--- config.mk ---
export PLATFORM = sky130hd
export DESIGN_NAME = chip8_mem_responder
export DESIGN_NICKNAME = d
export VERILOG_FILES = /design/src/rtl/chip8_pkg.sv /design/src/rtl/chip8_mem_responder.sv
export SDC_FILE = /design/constraint.sdc
export NUM_CORES = 1
export LEC_CHECK = 0
export CAP_MARGIN = 20
export CORE_MARGIN = 5
export CORE_UTILIZATION = 46
export DETAILED_ROUTE_END_ITERATION = 16
export PLACE_DENSITY_LB_ADDON = 0.25
export SKIP_CTS_REPAIR_TIMING = 1
export SLEW_MARGIN = 20
export SYNTH_ARGS = -nofsm -noshare
export SYNTH_HDL_FRONTEND = slang
export SYNTH_SLANG_ARGS = --single-unit
--- constraint.sdc ---
create_clock -name clk -period 4 [get_ports clk]
set_clock_uncertainty 0.2 [all_clocks]
set_input_delay 0.4 -clock clk [delete_from_list [all_inputs] [get_ports clk]]
set_output_delay 0.4 -clock clk [all_outputs]
set_load 0.01 [all_outputs]
--- src/rtl/chip8_pkg.sv ---
// Shared constants and types for the CHIP-8 memory slice.
// Imported by the responder and the byte RAM.
package chip8_pkg;

  localparam int DEF_ADDR_W    = 12;
  localparam int DEF_MEM_BYTES = 4096;

  localparam logic [11:0] PROG_START = 12'h200;
  localparam logic [11:0] FONT_BASE  = 12'h000;

  typedef enum logic [1:0] {
    RSP_IDLE,
    RSP_RD_HI,
    RSP_RD_LO,
    RSP_RESP
  } rsp_state_e;

endpackage

--- src/rtl/chip8_mem_responder.sv ---
// Handshaked fetch/load/store responder for the CHIP-8 core.
// One request in flight; wide reads are split into two byte reads.
module chip8_mem_responder
  import chip8_pkg::*;
#(
  parameter int ADDR_W    = DEF_ADDR_W,
  parameter int MEM_BYTES = DEF_MEM_BYTES
) (
  input  logic              clk,
  input  logic              rst_n,
  input  logic              req_valid,
  output logic              req_ready,
  input  logic [ADDR_W-1:0] req_addr,
  input  logic              req_we,
  input  logic              req_wide,
  input  logic [7:0]        req_wdata,
  output logic              rsp_valid,
  input  logic              rsp_ready,
  output logic [15:0]       rsp_data,
  output logic              rsp_err,
  output logic              mem_en,
  output logic              mem_we,
  output logic [ADDR_W-1:0] mem_addr,
  output logic [7:0]        mem_wdata,
  input  logic [7:0]        mem_rdata
);

  localparam logic [ADDR_W:0] MEM_END =
    (ADDR_W+1)'(MEM_BYTES);
  localparam logic [ADDR_W:0] EXT_ONE =
    (ADDR_W+1)'(1);
  localparam logic [ADDR_W-1:0] A_ONE =
    ADDR_W'(1);

  rsp_state_e        state_q;
  rsp_state_e        state_d;
  logic [ADDR_W-1:0] addr_q;
  logic              wide_q;
  logic              hi_ok_q;
  logic              lo_ok_q;
  logic [15:0]       data_q;
  logic              err_q;

  logic [ADDR_W:0] req_ext;
  logic            hi_ok;
  logic            lo_ok;
  logic            is_wide;
  logic            accept;
  logic            hi_cap;
  logic            lo_cap;

  // Range checks run one bit wider so the end of memory cannot wrap.
  assign req_ext = {1'b0, req_addr};
  assign hi_ok   = req_ext < MEM_END;
  assign lo_ok   = (req_ext + EXT_ONE) < MEM_END;
  assign is_wide = req_wide & ~req_we;

  assign req_ready = rst_n & (state_q == RSP_IDLE);
  assign accept    = req_valid & req_ready;
  assign hi_cap    = state_q == RSP_RD_HI;
  assign lo_cap    = state_q == RSP_RD_LO;

  assign rsp_valid = state_q == RSP_RESP;
  assign rsp_data  = data_q;
  assign rsp_err   = err_q;

  always_ff @(posedge clk or negedge rst_n) begin
    if (!rst_n) begin
      state_q <= RSP_IDLE;
    end else begin
      state_q <= state_d;
    end
  end

  always_comb begin
    state_d   = state_q;
    mem_en    = 1'b0;
    mem_we    = 1'b0;
    mem_addr  = '0;
    mem_wdata = 8'h00;
    unique case (state_q)
      RSP_IDLE: begin
        if (rst_n) begin
          mem_en    = req_valid & hi_ok;
          mem_we    = req_valid & req_we & hi_ok;
          mem_addr  = req_addr;
          mem_wdata = req_wdata;
        end
        if (accept) begin
          state_d = req_we ? RSP_RESP : RSP_RD_HI;
        end
      end
      RSP_RD_HI: begin
        if (wide_q) begin
          mem_en   = lo_ok_q;
          mem_addr = addr_q + A_ONE;
          state_d  = RSP_RD_LO;
        end else begin
          state_d = RSP_RESP;
        end
      end
      RSP_RD_LO: state_d = RSP_RESP;
      RSP_RESP: begin
        if (rsp_ready) begin
          state_d = RSP_IDLE;
        end
      end
      default: state_d = RSP_IDLE;
    endcase
  end

  always_ff @(posedge clk or negedge rst_n) begin
    if (!rst_n) begin
      addr_q  <= '0;
      wide_q  <= 1'b0;
      hi_ok_q <= 1'b0;
      lo_ok_q <= 1'b0;
      data_q  <= 16'h0000;
      err_q   <= 1'b0;
    end else begin
      unique case (1'b1)
        accept: begin
          addr_q  <= req_addr;
          wide_q  <= is_wide;
          hi_ok_q <= hi_ok;
          lo_ok_q <= is_wide & lo_ok;
          data_q  <= 16'h0000;
          err_q   <= ~hi_ok | (is_wide & ~lo_ok);
        end
        hi_cap: begin
          if (wide_q) begin
            data_q[15:8] <= hi_ok_q ? mem_rdata : 8'h00;
          end else begin
            data_q <= {8'h00,
                       hi_ok_q ? mem_rdata : 8'h00};
          end
        end
        lo_cap: begin
          data_q[7:0] <= lo_ok_q ? mem_rdata : 8'h00;
        end
        default: ;
      endcase
    end
  end

endmodule

==> metrics.txt <==
status=finished clean; EDFF count, synth=0; CP Class=flip-flop to output port; Iter 0 DRT Violations=75; Tightest Hold Check Type=primary input to asynchronous set/reset pin; Slew @ Worst Pin=651 ps; total power=0.00188 W; FFs w/ async S/R, synth=1.00; share of the synthesized area in the top cell type=0.472; Clock Sinks=34; relative slew slack=0.566; Worst setup SP type=flip-flop; DRT Wirelength=4830 um; CTS HTree Levels=2; initial antenna violation count=0; die area=5270 um^2; first-pass GRT wire length=8090 um; via count=1586; Critical Path AT=2780 ps; Max Slew Vio Count=0; CTS tree=built; vias in the first global route=1667; NumNets Final=285; antenna-violating nets left=0; ant diodes=0; Die Y=72.6 um; HPWL after DPL=3650 um; Seq/Total Area, Yosys=0.472; Critical Path RT=3400 ps; Max Root-Sink Buffers=2; max_cap viols=0; Layout area overhead=49.9%; VDD IR max=0.373 mV; largest cells by area after synthesis=dfrtp_1 (47%), a22o_1 (7.8%), mux2_2 (7.5%), nand2_1 (4.4%), xnor2_1 (4.4%); CTS Buf Count=5; Mapped Cells=170; Lkg Pwr=1.17 nW; DRC=0; Final GP Congestion=0.767; Clock transition at path regs=80 ps; Initial Util=0.485; routed length per instance=16.4 um; Root Buffer=clkbuf_8; worst skew pair latency=280 ps; row cnt=22; grt total ovfl=0; Synth Net Count=210; crit-path max FO=17; final critical-path required period=3380 ps; Worst Setup End Kind=output port; Total GRT Usage=0.196; final setup vio count=0; Final WS setup=622 ps; Synthesis Warnings=0; Final Hold Vio Count=0; chip width=72.6 um; synthesized area per cell=10.6 um^2; Detailed Routing Iterations Pass 1=4; mapped cell area=1800 um^2; Core ar.=3720 um^2; most frequent cell after synthesis=dfrtp_1; Setup TNS=0 ps; layout cell share with drive strength beyond 1=0.110; io pins=75; hold_ws=25.2 ps; DR vias/cell=5.39; pwr dens=696 nW/um^2; largest net degree at the start of global routing=45; post-place setup slack=967 ps; library cells used by synthesis=35; Main synth FF type=dfrtp_1; RSZ-0062 raised after global routing=no; Max Clk Rate=296 MHz; Synth area leader=dfrtp_1; Final Cycle Share=0.845; # port buffers=74; Synth Register Bits=34; most frequent cells after synthesis=dfrtp_1 (34), nand2_1 (21), a22o_1 (16)
## cells in the final DEF, fill, tap and decap left out, types with 6 or more instances in the layout
master / count
nand2_1: 21
xnor2_1: 9
dfrtp_1: 34
clkdlybuf4s50_1: 73
a22o_1: 16
and3_1: 10
nor2_1: 6
mux2_2: 12
ha_1: 6
o21ai_0: 10
## where the power goes
part	leakage [nW]	internal (W)	switching, W	total, W
clock network	0.0683	0.000250	0.000126	0.000375
logic	0.662	0.000472	0.000392	0.000864
registers	0.435	0.000503	0.000139	0.000642
total	1.17	0.00122	0.000657	0.00188
## per-stage QoR
step                      instances   util  area [um^2]
after CTS                       294  0.727         2700
after global routing            294  0.727         2700
final                           294  0.727         2700
after floorplan                 170      -         1800
after global placement          286  0.690         2560
after detailed placement        286  0.690         2560
## sequential cells by signal, indices dropped and copies added, names as in the netlist
register / flops
rsp_err: 1
wide_q: 1
lo_ok_q: 1
hi_ok_q: 1
addr_q: 12
rsp_data: 16
state_q: 2
## layer usage
metal / vias up / track usage / wire, um
li1: 765 / - / -
met3: 2 / 0.0579 / 352
met4: 0 / 0.0430 / 17
met5: - / 0 / 0
met1: 758 / 0.254 / 1980
met2: 61 / 0.327 / 2480
## worst max-delay path, cell delays in order, from the launching register on
cell and delay [ps]:
dfrtp_1 410, inv_1 140, ha_1 410, and2_1 610, nand2_4 270, nand2_1 120, clkdlybuf4s50_1 540
## area by class of cell
cell class | instances | area (um^2)
multi-input combinational | 124 | 892
fill | 280 | 1010
tap | 48 | 60.1
inverter | 5 | 18.8
clock buffer | 5 | 68.8
timing repair buffer | 75 | 743
clock inverter | 3 | 68.8
sequential | 34 | 851
## final timing paths
path,from,end,slack [ps],cells after the start
setup / recovery,state_q[0],mem_en,620,6
hold / removal,rst_n,rsp_data[5],30,2
setup reg to reg,state_q[0],addr_q[2],1510,5
hold reg to reg,rsp_err,rsp_err,300,1
max in group asynchronous,rst_n,addr_q[2],3220,2
min in group clk,rsp_err,rsp_err,300,1
## kinds of logic (layout without fill, tap and decap cells)
kind of cell,Yosys count,after routing,share of synthesized area
muxes,13,13,0.0805
xor gates and xnor gates,10,10,0.0486
adders and majority gates,6,6,0.0416
and+or+nand+nor,59,59,0.172
DFF,34,34,0.472
buffers and inverters,12,88,0.0333
AOI/OAI and AO/OA,36,36,0.152
No activity file was read; power rests on OpenSTA's default activity.
